`src/rtl/alu_cg_pkg.sv`:
```
// Shared types and constants for the ALU clock-gating controller.
//   cg_state_t      : per-domain gating state
//   DEF_IDLE_CYCLES : default idle period before a domain is gated
//   DEF_WAKE_CYCLES : default clock-run period before ready asserts
//   cg_cnt_width()  : width of the shared per-domain idle/wake counter
package alu_cg_pkg;

  typedef enum logic [1:0] {
    GATED  = 2'd0,
    WAKING = 2'd1,
    ACTIVE = 2'd2
  } cg_state_t;

  localparam int unsigned DEF_IDLE_CYCLES = 8;
  localparam int unsigned DEF_WAKE_CYCLES = 2;

  // Counter must hold values up to max(idle, wake)
  function automatic int unsigned cg_cnt_width(input int unsigned idle,
                                               input int unsigned wake);
    int unsigned m;
    m = (idle > wake) ? idle : wake;
    return $clog2(m + 1);
  endfunction

endpackage

```
`src/rtl/alu_cg_icg.sv`:
```
// Glitch-free latch-based clock gating cell.
//   clk   : free-running clock
//   reset : asynchronous active-high reset, clears the enable latch
//   en    : registered gating enable
//   gclk  : gated clock = clk AND latched enable
module alu_cg_icg (
  input  logic clk,
  input  logic reset,
  input  logic en,
  output logic gclk
);

  logic en_lat;

  // Transparent only while clk is low, so en can never truncate a high phase
  always_latch begin
    if (reset) begin
      en_lat <= 1'b0;
    end else if (!clk) begin
      en_lat <= en;
    end
  end

  assign gclk = clk & en_lat;

endmodule

```
`src/rtl/alu_clk_gate_ctrl.sv`:
```
// Per-domain clock-gating controller for the ALU register banks.
//   clk         : free-running clock
//   reset       : asynchronous active-high reset
//   req         : per-domain operation request, held until ready
//   busy        : per-domain operation-in-flight indication
//   force_on    : global override keeping every domain clocked
//   ready       : domain clocked and able to accept (registered)
//   clk_en      : gating enable per domain (registered)
//   gclk        : gated clock per domain
//   gated       : domain is in GATED state (registered)
//   gate_events : saturating count of ACTIVE->GATED transitions
module alu_clk_gate_ctrl
  import alu_cg_pkg::*;
#(
  parameter int unsigned N_DOM       = 4,
  parameter int unsigned IDLE_CYCLES = DEF_IDLE_CYCLES,
  parameter int unsigned WAKE_CYCLES = DEF_WAKE_CYCLES,
  parameter int unsigned CNT_W       = 16
) (
  input  logic              clk,
  input  logic              reset,
  input  logic [N_DOM-1:0]  req,
  input  logic [N_DOM-1:0]  busy,
  input  logic              force_on,
  output logic [N_DOM-1:0]  ready,
  output logic [N_DOM-1:0]  clk_en,
  output logic [N_DOM-1:0]  gclk,
  output logic [N_DOM-1:0]  gated,
  output logic [CNT_W-1:0]  gate_events
);

  localparam int unsigned CW    = cg_cnt_width(IDLE_CYCLES, WAKE_CYCLES);
  localparam int unsigned SUM_W = $clog2(N_DOM + 1);
  localparam int unsigned ACC_W = ((CNT_W > SUM_W) ? CNT_W : SUM_W) + 1;
  localparam logic [CW-1:0] IDLE_LAST = CW'(IDLE_CYCLES - 1);
  localparam logic [CW-1:0] WAKE_LAST = CW'(WAKE_CYCLES - 1);

  logic [N_DOM-1:0] gate_now;

  for (genvar i = 0; i < N_DOM; i++) begin : g_dom
    cg_state_t     state_q, state_d;
    logic [CW-1:0] cnt_q, cnt_d;
    logic          idle_c;
    logic          clk_en_q, ready_q, gated_q;
    logic          clk_en_d, ready_d, gated_d, gate_c;

    assign idle_c = ~req[i] & ~busy[i] & ~force_on;

    // State, counter and registered outputs
    always_ff @(posedge clk or posedge reset) begin
      if (reset) begin
        state_q  <= GATED;
        cnt_q    <= '0;
        clk_en_q <= 1'b0;
        ready_q  <= 1'b0;
        gated_q  <= 1'b1;
      end else begin
        state_q  <= state_d;
        cnt_q    <= cnt_d;
        clk_en_q <= clk_en_d;
        ready_q  <= ready_d;
        gated_q  <= gated_d;
      end
    end

    // Next state and shared idle/wake counter
    always_comb begin
      state_d = state_q;
      cnt_d   = cnt_q;
      case (state_q)
        GATED: begin
          if (req[i] | force_on) begin
            state_d = WAKING;
            cnt_d   = '0;
          end
        end
        WAKING: begin
          if (cnt_q == WAKE_LAST) begin
            state_d = ACTIVE;
            cnt_d   = '0;
          end else begin
            cnt_d = cnt_q + CW'(1);
          end
        end
        ACTIVE: begin
          // Any request, busy or force cycle restarts the idle window
          if (!idle_c) begin
            cnt_d = '0;
          end else if (cnt_q == IDLE_LAST) begin
            state_d = GATED;
            cnt_d   = '0;
          end else begin
            cnt_d = cnt_q + CW'(1);
          end
        end
        default: begin
          state_d = GATED;
          cnt_d   = '0;
        end
      endcase
    end

    // Output decode from the upcoming state so outputs register with it
    always_comb begin
      clk_en_d = 1'b0;
      ready_d  = 1'b0;
      gated_d  = 1'b0;
      gate_c   = 1'b0;
      clk_en_d = (state_d != GATED);
      ready_d  = (state_d == ACTIVE);
      gated_d  = (state_d == GATED);
      gate_c   = (state_q == ACTIVE) && (state_d == GATED);
    end

    assign clk_en[i]   = clk_en_q;
    assign ready[i]    = ready_q;
    assign gated[i]    = gated_q;
    assign gate_now[i] = gate_c;

    alu_cg_icg u_icg (
      .clk   (clk),
      .reset (reset),
      .en    (clk_en_q),
      .gclk  (gclk[i])
    );
  end

  logic [SUM_W-1:0] n_gate_c;
  logic [ACC_W-1:0] sum_c;
  logic [CNT_W-1:0] gate_events_d;
  logic [CNT_W-1:0] gate_events_q;

  // Add every domain gating this cycle, saturating at all-ones
  always_comb begin
    n_gate_c = '0;
    for (int unsigned k = 0; k < N_DOM; k++) begin
      n_gate_c = n_gate_c + SUM_W'(gate_now[k]);
    end
    sum_c = ACC_W'(gate_events_q) + ACC_W'(n_gate_c);
    if (sum_c[ACC_W-1:CNT_W] != '0) begin
      gate_events_d = '1;
    end else begin
      gate_events_d = sum_c[CNT_W-1:0];
    end
  end

  always_ff @(posedge clk or posedge reset) begin
    if (reset) begin
      gate_events_q <= '0;
    end else begin
      gate_events_q <= gate_events_d;
    end
  end

  assign gate_events = gate_events_q;

endmodule

```
`config.mk`:
```
export PLATFORM = sky130hd
export DESIGN_NAME = alu_clk_gate_ctrl
export DESIGN_NICKNAME = d
export VERILOG_FILES = /design/src/rtl/alu_cg_pkg.sv /design/src/rtl/alu_cg_icg.sv /design/src/rtl/alu_clk_gate_ctrl.sv
export SDC_FILE = /design/constraint.sdc
export NUM_CORES = 1
export LEC_CHECK = 0
export ABC_AREA = 1
export BUFFER_PORTS_ARGS = -buffer_cell sky130_fd_sc_hd__buf_2
export CORE_MARGIN = 3
export CORE_UTILIZATION = 55
export DETAILED_ROUTE_END_ITERATION = 16
export HOLD_SLACK_MARGIN = 0.15
export PLACE_DENSITY = 0.79
export SLEW_MARGIN = 20
export SYNTH_ARGS = -nofsm -noshare
export SYNTH_HDL_FRONTEND = slang
export SYNTH_SLANG_ARGS = --single-unit
```
`constraint.sdc`:
```
create_clock -name clk -period 10.1 [get_ports clk]
set_clock_uncertainty 0.15 [all_clocks]
set_input_delay 0 -clock clk [delete_from_list [all_inputs] [get_ports clk]]
set_output_delay 0 -clock clk [all_outputs]
set_load 0.05 [all_outputs]
```
==> results.md, run 1 <==
* Data required, critical path at 5470 ps
* Largest net degree at the start of global routing at 54
* Buffers & Inverters on Critical Path at 7
* Reg-to-reg endpoint: g_dom[2].u_icg.en_lat
* Hold path depth at 2
* WP data arrival at 3760 ps
* Slew @ Worst Pin at 887 ps
* Max IR drop VDD at 186 uV
* Gr usage total at 0.256
* Synth warn at 0
* Crit-path max FO at 5
* Io pins at 43
* Vias in the first global route at 3139
* Die Y at 83.4 um
* Distinct cells, synth at 27
* Via/cell ratio at 5.23
* Final setup fails at 0
* TritonCTS clock tree: done
* CP cell instances: dlygate4sd3_1, dlygate4sd3_1, dlygate4sd3_1, dlygate4sd3_1, buf_2, dlygate4sd3_1, dlygate4sd3_1, nor2_1
* Die width at 83.4 um
* Core footprint at 5640 um^2
* Register bit total from synthesis at 56
* Slowest Stage Delay on Critical Path at 650 ps
* Drt initial violations at 181
* R2R Path Start: g_dom[2].clk_en_q
* DRC at 0
* Hpwl dp at 4970 um
* Post-CTS Setup Inserts at 0
* Worst setup SP type: input pin
* Via count at 2974
* Filler cell count at 409
* Worst reg-to-reg setup slack at 4380 ps
* GR Overflow Total at 0
* Wire length per cell at 13.8 um
* Worst Hold End: g_dom[3].u_icg.en_lat
* Initial antenna violation count at 0
* Maxcap violations at 0
* Outcome: complete, no violations
* Share of layout cells above drive strength 1 at 0.171
* Slew margin rel. at 0.408
* Post-Layout Cell Count at 569
* Final Hold Viols at 0
* Global placement routability congestion at 0.858
* Port Buf Inserts at 42
* Worst Setup Slack, final at 1710 ps
* Largest area contributor in the netlist: dfrtp_1
* Worst-path cell with the longest stage delay: dlygate4sd3_1
* Synth area leaders: dfrtp_1 (36%), nand2_1 (11%), ha_1 (9.5%), inv_1 (7.9%), nand3_1 (5.9%)
* FP Rows at 27
* Mapped cell area at 3300 um^2
* First-pass iteration count of the detailed router at 4
* Core Util, Final at 0.728
* Post-cts resize count at 0
* Clock latency on the worst-skew pair at 530 ps
* Hold path startpoint: g_dom[3].clk_en_q
* TNS Setup at 0 ps
* Initial cell density of the core at 0.585
* LEAKAGE at 2.24 nW
* Power Density at 287 nW/um^2
* Synth-to-layout area growth at 24.5%
* Syn Inst Count at 420
* R2R depth at 2
* Global-route wire length before repair at 13600 um
* Final wirelength at 7870 um
* Syn Area/Cell at 7.85 um^2
* Reg clk slew, reported paths at 100 ps
* Crit-path most repeated cell: dlygate4sd3_1
* Crit. End Element: latch
* Inst Count DP at 517
* DIE AREA at 6960 um^2
* Post-DRT Antenna Nets at 0
* Post-synth top area share at 0.364
* Layout Nets at 534
* Syn_nets at 459
* RSZ-0062 raised after global routing: false
* Pre-CTS setup slack at 4260 ps
* # diodes at 0
* Critical path type: input pin to latch
* Count of pins over their slew limit at 0
* Critical path's top delay family: buffers and inverters
* Min-Delay Path Class: register to latch
-- synth_stat cells (all sizes together) --
cell	instances
or2	1
fa	3
a21oi	23
nand4	7
dlxtp	4
inv	70
o21ai	10
nor2	43
xnor2	2
nand2	101
ha	25
dfrtp	48
xor2	4
dfstp	4
nor3	10
nand3b	6
nand3	42
buf	17
-- final cells by class --
class | count | area [um^2] | share of cell area
clock buffer | 28 | 350 | 0.0853
clock inverter | 7 | 71.3 | 0.0174
inverter | 66 | 249 | 0.0607
multi-input combinational | 277 | 1540 | 0.375
sequential | 56 | 1370 | 0.333
tap | 72 | 90.1 | 0.0219
timing repair buffer | 63 | 440 | 0.107
-- metal layers --
| metal | routed length, um | track usage |
|---|---|---|
| met2 | 4000 | 0.413 |
| met3 | 414 | 0.125 |
| met4 | 181 | 0.159 |
| met1 | 3270 | 0.264 |
| met5 | 0 | 0.0227 |
-- power breakdown --
| part | internal [W] | switching (W) | total, W | leakage [nW] |
|---|---|---|---|---|
| logic | 0.000139 | 0.000334 | 0.000472 | 1.26 |
| registers | 0.000279 | 0.0000424 | 0.000322 | 0.708 |
| clock network | 0.000241 | 0.000141 | 0.000382 | 0.268 |
| total | 0.000659 | 0.000518 | 0.00118 | 2.24 |
-- logic make-up (layout without fill, tap and decap cells) --
group	Yosys count	count (layout)	synth area share
latches	4	4	0.0182
fa+ha+maj	28	28	0.113
simple gates	210	210	0.287
flops	52	52	0.396
buf+inv	87	164	0.119
xor+xnor	6	6	0.0159
compound gates	33	33	0.0501
-- worst max-delay path by stage --
stage / startpoint / end / slack (ps) / depth (start not counted)
final: reset / g_dom[2].u_icg.en_lat / 1710 / 8
after detailed placement: g_dom[2].u_icg.en_lat / gclk[2] / 4260 / 3
after floorplan: g_dom[1].u_icg.en_lat / gclk[1] / 4350 / 3
after global routing: reset / g_dom[2].u_icg.en_lat / 1660 / 8
after CTS: reset / g_dom[2].u_icg.en_lat / 1880 / 8
after global placement: g_dom[3].u_icg.en_lat / gclk[3] / 4290 / 3
-- worst reg2reg max path, stage by stage, from the launching register on --
cell and delay, ps:
dfrtp_1 400, inv_1 50, nor2_1 110
-- placed cells by master (no fill, tap or decap), types with 6 or more instances in the layout --
cell type / instances
nand2_1: 97
inv_1: 68
dfrtp_1: 48
nor2_1: 42
buf_2: 42
nand3_1: 39
ha_1: 25
dlygate4sd3_1: 25
clkbuf_8: 24
a21oi_1: 23
o21ai_0: 9
nor3_1: 8
nand4_1: 7
nand3b_1: 6
-- stage by stage --
step	hold WS (ps)	power [W]	instance area, um^2
after detailed placement	-4610	0.000811	3470
after CTS	284	0.00118	4100
after global placement	-4610	0.000793	3470
after floorplan	-4570	0.000741	3300
final	314	0.00118	4110
after global routing	309	0.00127	4110
-- registers in the layout, indices dropped and copies added, names as in the netlist --
signal	flops
g_dom.clk_en_q	4
g_dom.cnt_q	16
g_dom.gated_q	4
g_dom.ready_q	4
g_dom.state_q	8
g_dom.u_icg.en_lat	4
gate_events	16
-- what timing repair did --
action                                  4_1_cts  5_1_grt
hold buffers                                 25        0
endpoints found under the setup margin        0        0
endpoints found under the hold margin        89        0
Note: power is estimated with default switching activity, not from simulation.
==> run 2: changes to the inputs <==
==> constraint.sdc (replaced) <==
create_clock -name clk -period 8 [get_ports clk]
set_clock_uncertainty 0.15 [all_clocks]
set_input_delay 0 -clock clk [delete_from_list [all_inputs] [get_ports clk]]
set_output_delay 0 -clock clk [all_outputs]
set_load 0.05 [all_outputs]
==> run 2 against run 1 <==
Routed wire length is 6.3% lower; die area stayed put; setup slack worse by 390 ps; critical path type unchanged; largest power group unchanged; highest routed layer unchanged.
==> results.md, run 2 (synthesis gave the netlist of run 1 again) <==
* Outcome: complete, no violations (unchanged)
* Share of layout cells above drive strength 1 at 0.173 (was 0.171)
* R2R Path Start: g_dom[0].clk_en_q (was g_dom[2].clk_en_q)
* Most common cell after layout, fill and taps aside: nand2_1 (unchanged)
* Final setup fails at 0 (unchanged)
* Maxcap violations at 0 (unchanged)
* Crit-path most repeated cell: dlygate4sd3_1 (unchanged)
* DIE AREA at 6960 um^2 (unchanged)
* Hpwl dp at 4750 um (was 4970 um)
* Initial antenna violation count at 0 (unchanged)
* Die Y at 83.4 um (unchanged)
* TNS Setup at 0 ps (unchanged)
* Crit. End Element: latch (unchanged)
* Hold_ws at 289 ps (was 314 ps)
* Io pins at 43 (unchanged)
* Global-route wire length before repair at 13100 um (was 13600 um)
* Count of pins over their slew limit at 0 (unchanged)
* Reg-to-reg endpoint: g_dom[0].u_icg.en_lat (was g_dom[2].u_icg.en_lat)
* Clock latency on the worst-skew pair at 520 ps (was 530 ps)
* Worst setup SP type: input pin (unchanged)
* Critical path type: input pin to latch (unchanged)
* # diodes at 0 (unchanged)
* Synth-to-layout area growth at 25.2% (was 24.5%)
* Core Util, Final at 0.732 (was 0.728)
* TritonCTS clock tree: done (unchanged)
* Crit-path max FO at 5 (unchanged)
* Slew @ Worst Pin at 523 ps (was 887 ps)
* WP data arrival at 3100 ps (was 3760 ps)
* R2R depth at 2 (unchanged)
* Final wirelength at 7370 um (was 7870 um)
* Hold-fix buffers, CTS at 23 (was 25)
* Gr usage total at 0.251 (was 0.256)
* CP startpoint: reset (unchanged)
* GR Overflow Total at 0 (unchanged)
* FP Rows at 27 (unchanged)
* Post-DRT Antenna Nets at 0 (unchanged)
* CP cell instances: dlygate4sd3_1, dlygate4sd3_1, dlygate4sd3_1, buf_2, dlygate4sd3_1, dlygate4sd3_1, nor2_1 (was dlygate4sd3_1, dlygate4sd3_1, dlygate4sd3_1, dlygate4sd3_1, buf_2, dlygate4sd3_1, dlygate4sd3_1, nor2_1)
* Die width at 83.4 um (unchanged)
* Data required, critical path at 4430 ps (was 5470 ps)
* Global placement routability congestion at 0.848 (was 0.858)
* Post-cts resize count at 0 (unchanged)
* Filler cell count at 412 (was 409)
* Wire length per cell at 13.0 um (was 13.8 um)
* Post-Layout Cell Count at 568 (was 569)
* Port Buf Inserts at 42 (unchanged)
* Worst Hold End: g_dom[0].cnt_q[2] (was g_dom[3].u_icg.en_lat)
* Hold path startpoint: req[0] (was g_dom[3].clk_en_q)
* Min-Delay Path Class: input pin to register (was register to latch)
* Most frequent cells in the layout: nand2_1 (97), inv_1 (68), dfrtp_1 (48) (unchanged)
* DRC at 0 (unchanged)
* RSZ-0062 raised after global routing: false (unchanged)
* Power Density at 371 nW/um^2 (was 287 nW/um^2)
* Hold path depth at 5 (was 2)
* First-pass iteration count of the detailed router at 5 (was 4)
* Slowest Stage Delay on Critical Path at 620 ps (was 650 ps)
* LEAKAGE at 2.26 nW (was 2.24 nW)
* Via/cell ratio at 5.23 (about the same)
* Post-CTS Setup Inserts at 0 (unchanged)
* Drt initial violations at 216 (was 181)
* Via count at 2972 (was 2974)
* Largest net degree at the start of global routing at 30 (was 54)
* Initial cell density of the core at 0.585 (unchanged)
* Worst reg-to-reg setup slack at 3350 ps (was 4380 ps)
* Layout Nets at 533 (was 534)
* Worst-path cell with the longest stage delay: dlygate4sd3_1 (unchanged)
* Core footprint at 5640 um^2 (unchanged)
* Inst Count DP at 518 (was 517)
* Final Hold Viols at 0 (unchanged)
* Max IR drop VDD at 306 uV (was 186 uV)
* Reg clk slew, reported paths at 90 ps (was 100 ps)
* Slew margin rel. at 0.651 (was 0.408)
* Vias in the first global route at 3024 (was 3139)
-- run 2: changes by cell type in the layout (fill, tap and decap cells not counted), sizes merged --
cell | before | now
bufinv | 2 | 4
inv | 69 | 70
dlygate4sd3 | 25 | 23
clkbuf | 24 | 23
buf | 42 | 43
clkinv | 2 | 0
-- run 2: power by group --
group	internal, W	switching [W]
sequential	0.000353	0.0000527
combinational	0.000175	0.000418
clock	0.000358	0.000176
-- run 2: worst max-delay path by stage --
stage	endpoint	slack [ps]
floorplan	gclk[1]	3300
global placement	gclk[3]	3240
detailed placement	gclk[2]	3230
CTS	g_dom[1].u_icg.en_lat	1390
global route	g_dom[1].u_icg.en_lat	1150
finish	g_dom[0].u_icg.en_lat	1320
-- run 2: through the flow --
step	setup slack [ps]	area, um^2	total power (W)
after global routing	1150	4130	0.00166
after global placement	3240	3470	0.00100
after CTS	1390	4130	0.00153
after detailed placement	3230	3470	0.00102
after floorplan	3300	3300	0.000936
final	1320	4130	0.00153
-- run 2: per-layer routing --
| layer | wire length [um] | global-route usage |
|---|---|---|
| met5 | 0 | 0 |
| met4 | 187 | 0.197 |
| met3 | 441 | 0.138 |
| met2 | 3600 | 0.363 |
| met1 | 3140 | 0.270 |
-- run 2: layout make-up --
cell class                 count  area (um^2)  share of cell area
multi-input combinational    277         1540               0.372
sequential                    56         1370               0.331
timing repair buffer          62          428               0.104
clock buffer                  27          337              0.0815
inverter                      66          248              0.0600
clock inverter                 8          123              0.0297
tap                           72         90.1              0.0218
-- run 2: critical path, delay by kind of cell --
family	cells	cell delay, ps
and+or+nand+nor	1	150
buffers and inverters	6	2940
